<file path="src/rtl/issue_pkg.sv">
// Shared types and widths for the issue/execute boundary.
// Entries carried through the execution lanes use exec_entry_t.
package issue_pkg;

  localparam int unsigned REG_W   = 4;
  localparam int unsigned BID_W   = 3;
  localparam int unsigned OP_W    = 4;
  localparam int unsigned LAT_MAX = 4;

  // Per-lane kill count covers at most LAT_MAX-1 shifting stages.
  localparam int unsigned KILL_W  = 2;
  localparam int unsigned CNT_W   = 4;
  localparam int unsigned ACC_W   = 5;
  localparam int unsigned CNT_MAX = 13;

  localparam logic [OP_W-1:0] OP_NODEST = 4'hF;

  typedef struct packed {
    logic             live;
    logic             wb;
    logic [REG_W-1:0] des;
    logic [BID_W-1:0] bid;
  } exec_entry_t;

  // True when a flush is active and targets this branch tag.
  function automatic logic bid_hit(input logic             en,
                                   input logic [BID_W-1:0] id,
                                   input logic [BID_W-1:0] bid);
    return en && (bid == id);
  endfunction

endpackage

</file>
<file path="src/rtl/exec_lane_pipe.sv">
// One fixed-latency execution lane: an LAT-deep shift pipeline whose last
// stage drives the completion port. Reports per-edge issue/retire/kill events.
module exec_lane_pipe
  import issue_pkg::*;
#(
  parameter int unsigned LAT = 1
) (
  input  logic              clk,
  input  logic              rst,
  input  logic              i_vld,
  input  logic [REG_W-1:0]  i_des,
  input  logic [OP_W-1:0]   i_op,
  input  logic [BID_W-1:0]  i_bid,
  input  logic              i_flush_en,
  input  logic [BID_W-1:0]  i_flush_id,
  output logic              o_back_vld,
  output logic [REG_W-1:0]  o_back_des,
  output logic              o_issued_c,
  output logic              o_retired,
  output logic [KILL_W-1:0] o_flushed_c
);

  exec_entry_t       r_stage [LAT];
  exec_entry_t       w_next  [LAT];
  logic              w_kill_in;
  logic [KILL_W-1:0] w_flushed;

  // Next pipeline contents with flushed entries killed on their way in.
  always_comb begin
    w_next    = '{default: '0};
    w_flushed = '0;
    w_kill_in = bid_hit(i_flush_en, i_flush_id, i_bid);
    w_next[0] = '{live: i_vld && !w_kill_in,
                  wb:   (i_op != OP_NODEST),
                  des:  i_des,
                  bid:  i_bid};
    for (int unsigned s = 1; s < LAT; s++) begin
      w_next[s] = r_stage[s-1];
      if (r_stage[s-1].live && bid_hit(i_flush_en, i_flush_id, r_stage[s-1].bid)) begin
        w_next[s].live = 1'b0;
        w_flushed      = w_flushed + KILL_W'(1);
      end
    end
  end

  // Payload only loads with a live entry so the completion tag holds when idle.
  always_ff @(posedge clk or negedge rst) begin
    if (!rst) begin
      for (int unsigned s = 0; s < LAT; s++) begin
        r_stage[s] <= '0;
      end
    end else begin
      for (int unsigned s = 0; s < LAT; s++) begin
        r_stage[s].live <= w_next[s].live;
        if (w_next[s].live) begin
          r_stage[s].wb  <= w_next[s].wb;
          r_stage[s].bid <= w_next[s].bid;
          if (w_next[s].wb) begin
            r_stage[s].des <= w_next[s].des;
          end
        end
      end
    end
  end

  assign o_back_vld  = r_stage[LAT-1].live && r_stage[LAT-1].wb;
  assign o_back_des  = r_stage[LAT-1].des;
  assign o_retired   = r_stage[LAT-1].live;
  assign o_issued_c  = w_next[0].live;
  assign o_flushed_c = w_flushed;

endmodule

</file>
<file path="src/rtl/exec_writeback_stage.sv">
// Four fixed-latency execution lanes feeding issue-stage wakeup, plus a
// live-entry counter and idle flag.
module exec_writeback_stage
  import issue_pkg::*;
#(
  parameter int unsigned LAT1 = 1,
  parameter int unsigned LAT2 = 1,
  parameter int unsigned LAT3 = 3,
  parameter int unsigned LAT4 = 4
) (
  input  logic             clk,
  input  logic             rst,
  input  logic             iq_out_1_vld,
  input  logic [REG_W-1:0] iq_out_1_des,
  input  logic [OP_W-1:0]  iq_out_1_op,
  input  logic [BID_W-1:0] iq_out_1_bid,
  input  logic             iq_out_2_vld,
  input  logic [REG_W-1:0] iq_out_2_des,
  input  logic [OP_W-1:0]  iq_out_2_op,
  input  logic [BID_W-1:0] iq_out_2_bid,
  input  logic             iq_out_3_vld,
  input  logic [REG_W-1:0] iq_out_3_des,
  input  logic [OP_W-1:0]  iq_out_3_op,
  input  logic [BID_W-1:0] iq_out_3_bid,
  input  logic             iq_out_4_vld,
  input  logic [REG_W-1:0] iq_out_4_des,
  input  logic [OP_W-1:0]  iq_out_4_op,
  input  logic [BID_W-1:0] iq_out_4_bid,
  input  logic             flush_en,
  input  logic [BID_W-1:0] flush_id,
  output logic             ins_back_1_vld,
  output logic [REG_W-1:0] ins_back_1_des,
  output logic             ins_back_2_vld,
  output logic [REG_W-1:0] ins_back_2_des,
  output logic             ins_back_3_vld,
  output logic [REG_W-1:0] ins_back_3_des,
  output logic             ins_back_4_vld,
  output logic [REG_W-1:0] ins_back_4_des,
  output logic [CNT_W-1:0] inflight_cnt,
  output logic             idle
);

  logic              w_vld      [4];
  logic [REG_W-1:0]  w_des      [4];
  logic [OP_W-1:0]   w_op       [4];
  logic [BID_W-1:0]  w_bid      [4];
  logic              w_back_vld [4];
  logic [REG_W-1:0]  w_back_des [4];
  logic              w_issued   [4];
  logic              w_retired  [4];
  logic [KILL_W-1:0] w_flushed  [4];
  logic [ACC_W-1:0]  w_cnt_next;
  logic [CNT_W-1:0]  r_cnt;

  assign w_vld[0] = iq_out_1_vld;
  assign w_des[0] = iq_out_1_des;
  assign w_op[0]  = iq_out_1_op;
  assign w_bid[0] = iq_out_1_bid;
  assign w_vld[1] = iq_out_2_vld;
  assign w_des[1] = iq_out_2_des;
  assign w_op[1]  = iq_out_2_op;
  assign w_bid[1] = iq_out_2_bid;
  assign w_vld[2] = iq_out_3_vld;
  assign w_des[2] = iq_out_3_des;
  assign w_op[2]  = iq_out_3_op;
  assign w_bid[2] = iq_out_3_bid;
  assign w_vld[3] = iq_out_4_vld;
  assign w_des[3] = iq_out_4_des;
  assign w_op[3]  = iq_out_4_op;
  assign w_bid[3] = iq_out_4_bid;

  for (genvar g = 0; g < 4; g++) begin : g_lane
    exec_lane_pipe #(
      .LAT((g == 0) ? LAT1 : (g == 1) ? LAT2 : (g == 2) ? LAT3 : LAT4)
    ) u_lane (
      .clk         (clk),
      .rst         (rst),
      .i_vld       (w_vld[g]),
      .i_des       (w_des[g]),
      .i_op        (w_op[g]),
      .i_bid       (w_bid[g]),
      .i_flush_en  (flush_en),
      .i_flush_id  (flush_id),
      .o_back_vld  (w_back_vld[g]),
      .o_back_des  (w_back_des[g]),
      .o_issued_c  (w_issued[g]),
      .o_retired   (w_retired[g]),
      .o_flushed_c (w_flushed[g])
    );
  end

  assign ins_back_1_vld = w_back_vld[0];
  assign ins_back_1_des = w_back_des[0];
  assign ins_back_2_vld = w_back_vld[1];
  assign ins_back_2_des = w_back_des[1];
  assign ins_back_3_vld = w_back_vld[2];
  assign ins_back_3_des = w_back_des[2];
  assign ins_back_4_vld = w_back_vld[3];
  assign ins_back_4_des = w_back_des[3];

  // Net live-entry change across all lanes; wraps harmlessly mid-sum.
  always_comb begin
    w_cnt_next = ACC_W'(r_cnt);
    for (int k = 0; k < 4; k++) begin
      w_cnt_next = w_cnt_next + ACC_W'(w_issued[k]) - ACC_W'(w_retired[k])
                 - ACC_W'(w_flushed[k]);
    end
  end

  always_ff @(posedge clk or negedge rst) begin
    if (!rst) begin
      r_cnt <= '0;
    end else begin
      r_cnt <= w_cnt_next[CNT_W-1:0];
    end
  end

  a_cnt_bound: assert property (@(posedge clk) disable iff (!rst)
    w_cnt_next <= ACC_W'(CNT_MAX));

  assign inflight_cnt = r_cnt;
  assign idle         = (r_cnt == '0);

endmodule

</file>
<file path="config.mk">
export PLATFORM = sky130hd
export DESIGN_NAME = exec_writeback_stage
export DESIGN_NICKNAME = d
export VERILOG_FILES = /design/src/rtl/issue_pkg.sv /design/src/rtl/exec_lane_pipe.sv /design/src/rtl/exec_writeback_stage.sv
export SDC_FILE = /design/constraint.sdc
export NUM_CORES = 1
export LEC_CHECK = 0
export CAP_MARGIN = 20
export CORE_MARGIN = 8
export CORE_UTILIZATION = 28
export DETAILED_ROUTE_END_ITERATION = 10
export GPL_TIMING_DRIVEN = 0
export SYNTH_ARGS = -nofsm -noshare
export SYNTH_HDL_FRONTEND = slang
export SYNTH_SLANG_ARGS = --single-unit
</file>
<file path="constraint.sdc">
create_clock -name clk -period 4.9 [get_ports clk]
set_input_delay 0.98 -clock clk [delete_from_list [all_inputs] [get_ports clk]]
set_output_delay 0.98 -clock clk [all_outputs]
set_load 0.02 [all_outputs]
</file>
Yosys cells after proc, flatten, opt, wreduce, memory -nomap -nowiden --
Index checks and enable logic that the tools add are counted.
Cells by class: eq/ne operators 13, order comparisons 0, divide/modulo/power cells 0, reduce and logical (&&, ||, !) cells 36, muxes and demuxes 10, add/sub/neg operators 13, $mul 0, shifts and indexed selects 0, bitwise operators 0
Operator list (count):
- $eq 3x3->1 | 9
- $logic_and 1x1->1 | 22
- $reduce_and 2->1 | 9
- $add 4x1->4 | 4
- $ne 4x4->1 const B | 4
- $sub 4x1->4 | 4
- $sub 4x2->4 | 2
- $mux 1 | 7
- $mux 2 | 3
- $add 1x1->2 const B | 2
- $logic_not 1->1 | 4
- $logic_not 4->1 | 1
- $add 2x1->2 const B | 1
Storage, ports and cells: register bits 73, input port bits 54, memories kept 0, bits in latches 0, word-level logic and storage cells 105, RAM bits 0, output and inout bits 25, memory bits (read-only) 0

Longest topological paths before layout --
Gate-level depths: netlist of run 1.
depth in word-level cells 14, mapped depth 18, gate-level depth less buffers 16

Modules after synthesis --
Synthesis of run 1 repeated with hierarchy kept, for this count alone.
Unflattened totals: cell total of the unflattened synthesis 326, area total of the unflattened synthesis 4088.9 um2
By module, submodules not included:
- exec_lane_pipe at g_lane[3].u_lane | sequential area each 825.8 um2, instances 1, area an instance 1697.9 um2, cells an instance 132
- exec_lane_pipe at g_lane[2].u_lane | sequential area each 600.6 um2, instances 1, area an instance 1206.2 um2, cells an instance 91
- exec_lane_pipe at g_lane[0].u_lane ... | sequential area each 150.1 um2, instances 2, area an instance 315.3 um2, cells an instance 27
- exec_writeback_stage | sequential area each 100.1 um2, instances 1, area an instance 554.3 um2, cells an instance 49

Worst setup path after synthesis of run 1 --
OpenSTA, ideal clock, no wires.
path type input to register, from input port flush_id[1], to register r_cnt[3] (netlist: inflight_cnt[3]), slack 0.257 ns, path buffers 1, arrival 4.518 ns, required time 4.775 ns, stages on the path 15, path through buf_4 -> xnor2_1 -> nand3_1 -> or3_1 -> ha_1 -> xor2_1 -> fa_1 -> fa_1 -> fa_1 -> inv_1 -> fa_1 -> inv_1 -> ha_1 -> xor2_1 -> xnor2_1
Between the ends: longest elaborated chain between the ends 14
RTL lines:
- from (decl) | line exec_writeback_stage.sv:30 | input logic [BID_W-1:0] flush_id,
- $eq 3x3->1 | line issue_pkg.sv:29 | return en && (bid == id);
- $logic_and 1x1->1 | line issue_pkg.sv:29
- $logic_not 1->1 | line exec_lane_pipe.sv:33 | w_next[0] = '{live: i_vld && !w_kill_in,
- $logic_and 1x1->1 | line exec_lane_pipe.sv:33
- $add 4x1->4 | line exec_writeback_stage.sv:105 | w_cnt_next = w_cnt_next + ACC_W'(w_issued[k]) - ACC_W'(w_retired[k])
- $sub 4x1->4 | line exec_writeback_stage.sv:105
- $add 4x1->4 | line exec_writeback_stage.sv:105
- $sub 4x1->4 | line exec_writeback_stage.sv:105
- $add 4x1->4 | line exec_writeback_stage.sv:105
- $sub 4x1->4 | line exec_writeback_stage.sv:105
- $sub 4x2->4 | line exec_writeback_stage.sv:106 | - ACC_W'(w_flushed[k]);
- $add 4x1->4 | line exec_writeback_stage.sv:105
- $sub 4x1->4 | line exec_writeback_stage.sv:105
- $sub 4x2->4 (*) | line exec_writeback_stage.sv:106
- named net w_cnt_next[3] | line exec_writeback_stage.sv:52 | logic [ACC_W-1:0] w_cnt_next;
- to (signal assigned) | line exec_writeback_stage.sv:114 | r_cnt <= w_cnt_next[CNT_W-1:0];
- to (decl) | line exec_writeback_stage.sv:53 | logic [CNT_W-1:0] r_cnt;
Mark *: on every way through the listed nets, which the timed path passes. The rest lies on a longest branch. A chain may end at the register's enable or synchronous reset.

Worst setup path after layout of run 1 --
from input port flush_id[2], to register r_cnt[3] (netlist: inflight_cnt[3])
The elaborated chain is that of the path after synthesis.

==> impl_metrics.csv, run 1 <==
group,metric,value,unit
logic_synthesis,syn_inst,318,
logic_synthesis,ys_warn_count,0,
logic_synthesis,synth_top_area_share,47.1,%
power,vdd_drop_max,0.199,mV
finish,instances_no_fill,593,
placement,placed_cells,575,
worst_setup_path,r2r.worst_path.cells,14,
clock_tree,clock-root-buffer,"clkbuf_16",
floorplanning,die-area,17900,sq um
placement,port_buffers,76,
route,viasPerCell,4.40,
sta,fin_crit,4720,ps
global_routing,antenna_found_initial,0,
sta,finalCritPeriodShare,96.2,%
floorplanning,start_util,28.3,%
logic_synthesis,synth-main-ff-cell,"dfrtp_1",
min_path,min_path_type,"register to register",
sta,grt_setup_unrepaired,"no",
floorplanning,io_pins,79,
logic_synthesis,synth_edf_count,0,
worst_setup_path,required,5150,ps
sta,finalSetupViolCount,0,
global_routing,grt_max_degree,38,
worst_setup_path,r2r_end,"inflight_cnt[3]",
placement,hpwl,6640,microns
sta,setup_tns,0,ps
worst_setup_path,crit_fanout,5,
route,drtIter0Drc,67,
status,outcome,"complete, no violations",
logic_synthesis,synth.most_common_cell,"dfrtp_1",
global_routing,track_usage,10.1,%
worst_setup_path,reg2reg_from,"g_lane[3].u_lane.r_stage[27]",
logic_synthesis,synth_area,3880,sq um
worst_setup_path,rrSetupSlack,670,ps
clock_tree,htree_levels,3,
route,ant_nets,0,
global_routing,first_global_vias,2878,
worst_setup_path,end_kind,"register",
route,first_pass_iters,4,
clock_tree,numCtsBuffers,9,
floorplanning,core-area,13700,sq um
route,drc,0,
sta,maxSlewViolCount,0,
sta,hold_viol,0,
min_path,min_path_cells,1,
global_routing,grt_pass1_wl,14500,microns
finish,layout-drive-gt1-share,23.5,%
power,powerDensity,457,nW/um^2
logic_synthesis,ys_seq_area_share,47.1,%
min_path,min_delay_worst_endpoint,"g_lane[3].u_lane.o_back_des[1]",
sta,slew_headroom,66.5,%
sta,layout_setup_ws,184,ps
floorplanning,rows,43,
logic_synthesis,yosys.cell_types.count,40,
logic_synthesis,synthTopCellsByCount,"dfrtp_1, inv_1, mux2_2",
run,maxCapViolCount,0,
clock_tree,cts.sinks,73,
route,vias,2609,
clock_tree,clockBufferDepth,2,
logic_synthesis,yosysTopAreaCell,"dfrtp_1",
sta,worst_slew_pin_slew,501,ps
placement,dpl-instance-area,4880,sq um
global_routing,grt.overflow.total,0,
finish,nNetsFinal,477,
logic_synthesis,synthArstFlopShare,100,%
route,post_drt_wl_per_cell,14.3,microns
finish,final_area,5260,sq um
placement,gp_congestion,0.806,
clock_tree,insertion_delay,330,ps
logic_synthesis,synth_area_leaders,"dfrtp_1, mux2_2, fa_1",
worst_setup_path,cp-start-kind,"primary input",
sta,timing.fmax,212,MHz
placement,pre_cts_ws,-551,ps
floorplanning,fp.dieH,134,microns
worst_setup_path,worst_ep_arrival_time,4970,ps
sta,fin_skew,8.04,ps
finish,n_antenna_cell,0,
min_path,holdCritStartpoint,"g_lane[3].u_lane.r_stage[13]",
clock_tree,clk_pin_slew,60,ps
finish,post-route-util,38.3,%
logic_synthesis,syn_nets,387,
clock_tree,cts_tree,"built",
logic_synthesis,ys_seq_elements,73,
worst_setup_path,critPathKind,"primary input to register",
route,wirelength,8500,microns
power,p_leak,2.32,nW
finish,area_delta_synth_final,35.5,%
logic_synthesis,synth_area_per_cell,12.2,sq um
floorplanning,die_w,134,microns
[placed cells by master (no fill, tap or decap), types with 11 or more instances in the layout]
cell type / count
inv_1: 36
clkdlybuf4s50_1: 73
mux2_2: 29
nand4_1: 11
xor2_1: 16
xnor2_1: 17
mux2_1: 12
buf_4: 20
nand2_1: 11
dfrtp_1: 73
[how the worst max path moves through the flow]
stage / from / to / slack [ps] / cells past startpoint
final: flush_id[2] / inflight_cnt[3] / 180 / 16
after global placement: flush_en / inflight_cnt[3] / -520 / 15
after floorplan: flush_id[1] / inflight_cnt[3] / 260 / 15
after CTS: flush_en / inflight_cnt[3] / 20 / 15
after global routing: flush_id[2] / inflight_cnt[3] / 3 / 16
after detailed placement: flush_en / inflight_cnt[3] / -550 / 15
[routing by layer]
layer,GRT usage (%),wire length [microns],up-vias
met4,3.74,119,0
li1,-,-,1260
met5,0,0,-
met1,12.3,3820,1285
met3,3.16,417,6
met2,16.4,4130,58
[sequential cells by signal, summed over array words and instances, names as in the netlist]
| signal | cells |
|---|---|
| g_lane.u_lane.r_stage | 49 |
| inflight_cnt | 4 |
| g_lane.u_lane.o_retired | 4 |
| g_lane.u_lane.o_back_des | 16 |
[per-stage QoR]
stage	hold WS [ps]	power (W)
after global placement	469	0.00170
after CTS	491	0.00244
after floorplan	454	0.00143
after global routing	515	0.00257
after detailed placement	476	0.00174
final	481	0.00240
[kinds of logic after synthesis]
logic type               after synthesis  share of synthesized area (%)
AO/OA/AOI/OAI                         31                           7.10
XOR/XNOR                              35                           8.29
adder cells (fa/ha/maj)               15                           6.58
buffers and inverters                 62                           8.45
AND/OR/NAND/NOR                       50                           7.23
multiplexers                          52                           15.3
flip-flops                            73                           47.1
[critical path, stage by stage]
cell	delay (ps)
dlygate4sd2_1	270
buf_12	160
xnor2_4	190
nand3_1	130
or3_4	360
ha_1	310
xor2_1	180
fa_1	390
fa_1	480
fa_1	510
inv_1	60
fa_1	420
inv_1	80
ha_1	150
xor2_1	180
xnor2_1	130
[area by class of cell]
cell class                 count  area (sq um)
sequential                    73          1830
timing repair buffer          79           795
tap                          180           225
buffer                        24           203
clock buffer                   9           225
clock inverter                 7          81.3
inverter                      38           143
fill                        1314          8460
multi-input combinational    183          1760
[what timing repair did]
item	in CTS	in global routing
setup endpoints to repair	2	1
pin swaps	1	0
endpoints found under the hold margin	0	0
resized for setup	8	6
hold buffers	0	0
setup buffers	2	0
[report_power, final]
group / switching (W) / total [W] / internal (W)
registers: 0.000111 / 0.000881 / 0.000770
clock network: 0.000269 / 0.000672 / 0.000403
logic: 0.000388 / 0.000848 / 0.000460
total: 0.000768 / 0.00240 / 0.00163
No activity file was read; power rests on OpenSTA's default activity.
==> run 2: changes to the inputs <==
- CORE_UTILIZATION: 28 -> 40
- CTS_BUF_LIST: unset -> sky130_fd_sc_hd__clkbuf_4 sky130_fd_sc_hd__clkbuf_8 sky130_fd_sc_hd__clkbuf_16
==> run 2 against run 1 <==
  * Sequential power fell by 0.9%
  * Design area fell by 3.8%
  * Register-to-register slack improved by 80 ps
  * Combinational power fell by 2%
  * First-iteration DRC count fell by 3.0%
  * Final cell count fell by 8.1%
  * Die area fell by 27%
  * Sequential share of layout area rose by 1.4 points
  * Largest power group unchanged
  * Worst hold slack improved by 12 ps
  * Non-clock buffer count fell by 1
  * Maximum frequency fell by 0.30%
  * Via count fell by 1.6%
==> impl_metrics.csv, run 2 (synthesized netlist as in run 1, its figures left out) <==
group,metric,value,unit
route,vias,2568,
worst_setup_path,r2r_end,"inflight_cnt[3]",
sta,timing.fmax,211,MHz
route,drc,0,
clock_tree,insertion_delay,350,ps
min_path,min_path_type,"register to register",
clock_tree,cts.sinks,73,
floorplanning,core-area,9590,sq um
worst_setup_path,end_kind,"register",
route,post_drt_wl_per_cell,14.6,microns
worst_setup_path,required,5170,ps
route,ant_nets,0,
worst_setup_path,r2r.worst_path.cells,14,
floorplanning,die_w,114,microns
min_path,min_delay_worst_endpoint,"g_lane[2].u_lane.r_stage[22]",
global_routing,grt_pass1_wl,13600,microns
sta,grt_setup_unrepaired,"no",
sta,fin_skew,9.28,ps
finish,nNetsFinal,476,
worst_setup_path,rrSetupSlack,750,ps
clock_tree,cts_tree,"built",
sta,fin_crit,4730,ps
placement,dpl-instance-area,4820,sq um
floorplanning,fp.dieH,114,microns
finish,layout_commonest_cell,"clkdlybuf4s50_1",
worst_setup_path,critPathKind,"primary input to register",
global_routing,first_global_vias,2882,
finish,area_delta_synth_final,30.3,%
sta,worst_slew_pin_slew,510,ps
sta,whs,493,ps
worst_setup_path,cp_common_cell,"fa_1",
sta,hold_viol,0,
run,maxCapViolCount,0,
floorplanning,rows,36,
worst_setup_path,reg2reg_from,"g_lane[3].u_lane.r_stage[27]",
worst_setup_path,crit_chain,"clkdlybuf4s50_1 > buf_6 > nand3_1 > or3_1 > ha_1 > xor2_1 > fa_1 > fa_1 > fa_1 > inv_1 > fa_1 > inv_1 > ha_1 > xor2_1 > xnor2_1",
sta,layout_setup_ws,170,ps
route,first_pass_iters,4,
power,p_leak,2.26,nW
route,wirelength,7950,microns
finish,layout-drive-gt1-share,22.6,%
status,outcome,"complete, no violations",
placement,pre_cts_ws,-503,ps
floorplanning,io_pins,79,
clock_tree,clk_pin_slew,90,ps
worst_setup_path,slowest_delay,550,ps
clock_tree,numCtsBuffers,9,
floorplanning,die-area,13100,sq um
power,vdd_drop_max,0.177,mV
route,viasPerCell,4.71,
worst_setup_path,path_delay_family,"adder cells",
clock_tree,holdBufCountCts,0,
floorplanning,start_util,40.4,%
worst_setup_path,critPathSlowestCell,"clkdlybuf4s50_1",
sta,finalSetupViolCount,0,
placement,port_buffers,76,
worst_setup_path,crit_fanout,10,
sta,finalCritPeriodShare,96.5,%
power,powerDensity,425,nW/um^2
finish,n_fill_cell,873,
clock_tree,htree_levels,3,
min_path,min_path_cells,1,
global_routing,grt.overflow.total,0,
worst_setup_path,cp-start-kind,"primary input",
placement,hpwl,6130,microns
clock_tree,clockBufferDepth,2,
finish,n_antenna_cell,0,
placement,gp_congestion,0.761,
min_path,holdCritStartpoint,"g_lane[2].u_lane.r_stage[22]",
worst_setup_path,startpoint,"flush_en",
finish,max_flop_register,"g_lane.u_lane.r_stage",
finish,final_area,5050,sq um
finish,layout_common_cells,"clkdlybuf4s50_1, dfrtp_1, inv_1",
sta,maxSlewViolCount,0,
global_routing,track_usage,13.3,%
sta,slew_headroom,65.9,%
route,drtIter0Drc,65,
worst_setup_path,worst_ep_arrival_time,5000,ps
clock_tree,clock-root-buffer,"clkbuf_8",
worst_setup_path,crit_buf_inv,4,
global_routing,antenna_found_initial,0,
finish,largest_reg_flops,49,
global_routing,grt_max_degree,42,
==> run 2: changes by cell type in the layout (fill, tap and decap cells not counted), sizes merged <==
cell | before | now
inv | 43 | 42
clkinv | 0 | 2
bufinv | 1 | 0
dlygate4sd2 | 1 | 0
buf | 26 | 25
clkdlybuf4s50 | 73 | 74
==> run 2: layout make-up <==
class	count	area (sq um)	area share [%]
inverter	38	143	2.82
clock inverter	7	58.8	1.16
timing repair buffer	78	788	15.6
clock buffer	9	124	2.45
tap	133	166	3.29
sequential	73	1830	36.1
buffer	24	201	3.99
multi-input combinational	183	1750	34.6
==> run 2: through the flow <==
| step | TNS, ps | power [W] | util [%] | instances |
|---|---|---|---|---|
| floorplan | 0 | 0.00143 | - | 318 |
| global placement | -909 | 0.00169 | 50.1 | 527 |
| detailed placement | -996 | 0.00173 | 50.3 | 528 |
| CTS | 0 | 0.00218 | 52.6 | 545 |
| global route | 0 | 0.00232 | 52.7 | 545 |
| finish | 0 | 0.00215 | 52.7 | 545 |
==> run 2: what timing repair did <==
| action | 4_1_cts | 5_1_grt |
|---|---|---|
| gates resized for setup | 5 | 4 |
| pin swaps | 1 | 0 |
| endpoints found under the setup margin | 1 | 1 |
| buffers inserted | 1 | 0 |
==> run 2: where the power goes <==
| group | switching, W | internal [W] |
|---|---|---|
| Sequential | 0.000105 | 0.000768 |
| Combinational | 0.000377 | 0.000454 |
| Clock | 0.000250 | 0.000192 |
| Total | 0.000732 | 0.00141 |
==> run 2: how the worst max path moves through the flow <==
| stage | end | slack (ps) | depth (start not counted) |
|---|---|---|---|
| floorplan | inflight_cnt[3] | 260 | 15 |
| global placement | inflight_cnt[3] | -470 | 15 |
| detailed placement | inflight_cnt[3] | -500 | 15 |
| CTS | inflight_cnt[3] | 10 | 16 |
| global route | inflight_cnt[3] | 20 | 15 |
| finish | inflight_cnt[3] | 170 | 15 |
==> run 2: worst register-to-register path: stages, from the launching register on <==
cell and delay, ps:
dfrtp_1 440, xnor2_1 290, nand3_1 130, or3_1 380
ha_1 330, xor2_1 170, fa_1 390, fa_1 480
fa_1 490, inv_1 50, fa_1 400, inv_1 60
ha_1 140, xor2_1 170, xnor2_1 130
==> run 2: metal layers <==
layer  up-vias  GRT usage [%]  part of all wire, %
li1       1254              -                    -
met1      1256           15.5                   44
met2        47           22.4                   49
met3        11           3.53                  4.5
met4         0           5.86                  1.8
met5         -              0                    0
==> run 3: changes to the inputs <==
- CELL_PAD_IN_SITES_DETAIL_PLACEMENT: unset -> 1
- CELL_PAD_IN_SITES_GLOBAL_PLACEMENT: unset -> 2
- CORE_ASPECT_RATIO: unset -> 1.5
- CORE_UTILIZATION: 40 -> 34
- PLACE_DENSITY_LB_ADDON: unset -> 0.1
==> run 3 against run 2 <==
  * Combinational power rose by 2%
  * Highest routed layer unchanged
  * Worst hold slack got worse by 9.9 ps
  * Wire length rose by 17%
  * Die area rose by 16%
  * Count of clock-buffer cells in the layout rose by 1
  * Core utilization fell by 6.2 points
  * Design area rose by 3.8%
  * Largest power group unchanged
  * Sequential share of layout area fell by 1.3 points
==> impl_metrics.csv, run 3 (synthesized netlist as in run 1, its figures left out) <==
group,metric,value,unit
status,outcome,"complete, no violations",
power,p_leak,2.33,nW
route,drtIter0Drc,70,
floorplanning,core-area,11300,sq um
sta,fin_skew,4.19,ps
clock_tree,insertion_delay,330,ps
sta,grt_setup_unrepaired,"no",
route,post_drt_wl_per_cell,16.6,microns
route,vias,2684,
floorplanning,die_w,103,microns
worst_setup_path,cp-start-kind,"primary input",
finish,n_antenna_cell,0,
global_routing,track_usage,13.3,%
worst_setup_path,worst_ep_arrival_time,4970,ps
sta,finalSetupViolCount,0,
clock_tree,cts_tree,"built",
clock_tree,clock-root-buffer,"clkbuf_16",
finish,layout_common_cells,"dfrtp_1, clkdlybuf4s50_1, inv_1",
worst_setup_path,cp_common_cell,"fa_1",
floorplanning,rows,48,
finish,post-route-util,46.5,%
sta,hold_viol,0,
sta,slew_headroom,67.4,%
clock_tree,htree_levels,3,
route,ant_nets,0,
route,first_pass_iters,4,
sta,maxSlewViolCount,0,
placement,port_buffers,76,
global_routing,grt.overflow.total,0,
finish,final_area,5250,sq um
finish,instances_no_fill,561,
floorplanning,io_pins,79,
min_path,min_path_type,"register to register",
placement,pre_cts_ws,-717,ps
floorplanning,fp.dieH,147,microns
worst_setup_path,end_kind,"register",
clock_tree,clockBufferDepth,2,
placement,gp_congestion,0.714,
power,vdd_drop_max,0.261,mV
finish,max_flop_register,"g_lane.u_lane.r_stage",
sta,layout_setup_ws,181,ps
worst_setup_path,critPathSlowestCell,"fa_1",
finish,nNetsFinal,475,
worst_setup_path,slowest_delay,500,ps
clock_tree,numCtsBuffers,9,
global_routing,grt_pass1_wl,15400,microns
finish,area_delta_synth_final,35.3,%
route,viasPerCell,4.78,
worst_setup_path,crit_chain,"dlygate4sd2_1 > buf_12 > xnor2_4 > nand3_1 > or3_4 > ha_1 > xor2_1 > fa_2 > fa_1 > fa_1 > inv_1 > fa_1 > inv_1 > ha_1 > xor2_1 > xnor2_1",
placement,hpwl,7270,microns
worst_setup_path,critPathKind,"primary input to register",
run,maxCapViolCount,0,
clock_tree,clk_pin_slew,60,ps
clock_tree,cts.sinks,73,
power,powerDensity,477,nW/um^2
placement,dpl-instance-area,4840,sq um
global_routing,first_global_vias,2958,
finish,n_fill_cell,1229,
floorplanning,start_util,34.4,%
finish,largest_reg_flops,49,
sta,worst_slew_pin_slew,489,ps
placement,placed_cells,545,
global_routing,grt_max_degree,42,
route,wirelength,9330,microns
sta,fin_crit,4720,ps
worst_setup_path,crit_fanout,10,
route,drc,0,
finish,layout-drive-gt1-share,22.9,%
sta,finalCritPeriodShare,96.3,%
global_routing,antenna_found_initial,0,
sta,setup_tns,0,ps
sta,timing.fmax,212,MHz
floorplanning,die-area,15200,sq um
worst_setup_path,required,5150,ps
==> run 3: cell count changes in the layout (fill, tap and decap cells not counted), moves of 3 or more <==
cell       before  now
inv_6           3    0
bufinv_16       0    3
clkbuf_16       0    9
clkbuf_8        9    1
==> run 3: worst paths after layout <==
check / slack [ps] / to / cells after the start / start
max in group asynchronous: 3730 / g_lane[3].u_lane.r_stage[30] / 2 / rst
min: 480 / g_lane[3].u_lane.o_back_des[1] / 1 / g_lane[3].u_lane.r_stage[13]
min reg2reg: 480 / g_lane[3].u_lane.o_back_des[1] / 1 / g_lane[3].u_lane.r_stage[13]
min in group asynchronous: 600 / inflight_cnt[3] / 1 / rst
max reg2reg: 760 / inflight_cnt[3] / 14 / g_lane[3].u_lane.r_stage[27]
max: 180 / inflight_cnt[3] / 16 / flush_id[2]
==> run 3: power breakdown <==
part / switching (W) / total [W] / leakage, nW / internal (W)
registers: 0.000110 / 0.000880 / 0.863 / 0.000770
logic: 0.000390 / 0.000845 / 1.30 / 0.000455
clock network: 0.000263 / 0.000776 / 0.169 / 0.000513
==> run 3: through the flow <==
step / total power [W] / hold WS, ps
4_1_cts: 0.00255 / 493
3_3_place_gp: 0.00172 / 465
5_1_grt: 0.00267 / 505
3_5_place_dp: 0.00175 / 479
6_report: 0.00250 / 483
2_1_floorplan: 0.00143 / 454
==> run 3: layout make-up <==
class	count	area [sq um]	area share, %
well taps	150	188	3.58
inverters	38	143	2.72
repair buffers	77	779	14.9
plain buffers	24	201	3.84
clock inverters	6	115	2.19
flip-flops and latches	73	1830	34.8
clock buffers	10	239	4.56
multi-input cells	183	1750	33.4
==> run 3: per-layer routing <==
layer	track usage, %	up-vias	share of wire [%]
li1	-	1255	-
met1	15.3	1360	40
met2	22.5	61	52
met3	4.50	8	6.3
met4	3.85	0	1.3
met5	0	-	0
==> run 3: worst max-delay path: cells and delay by family <==
kind / cells / cell delay, ps
xor+xnor: 4 / 690
fa+ha+maj: 6 / 2190
buf+inv: 4 / 590
simple gates: 2 / 500
==> run 3: repair_timing <==
item | 4_1_cts | 5_1_grt
resized for setup | 8 | 3
hold buffers | 0 | 0
setup buffers | 0 | 0
pin swaps | 0 | 1
setup endpoints to repair | 3 | 1
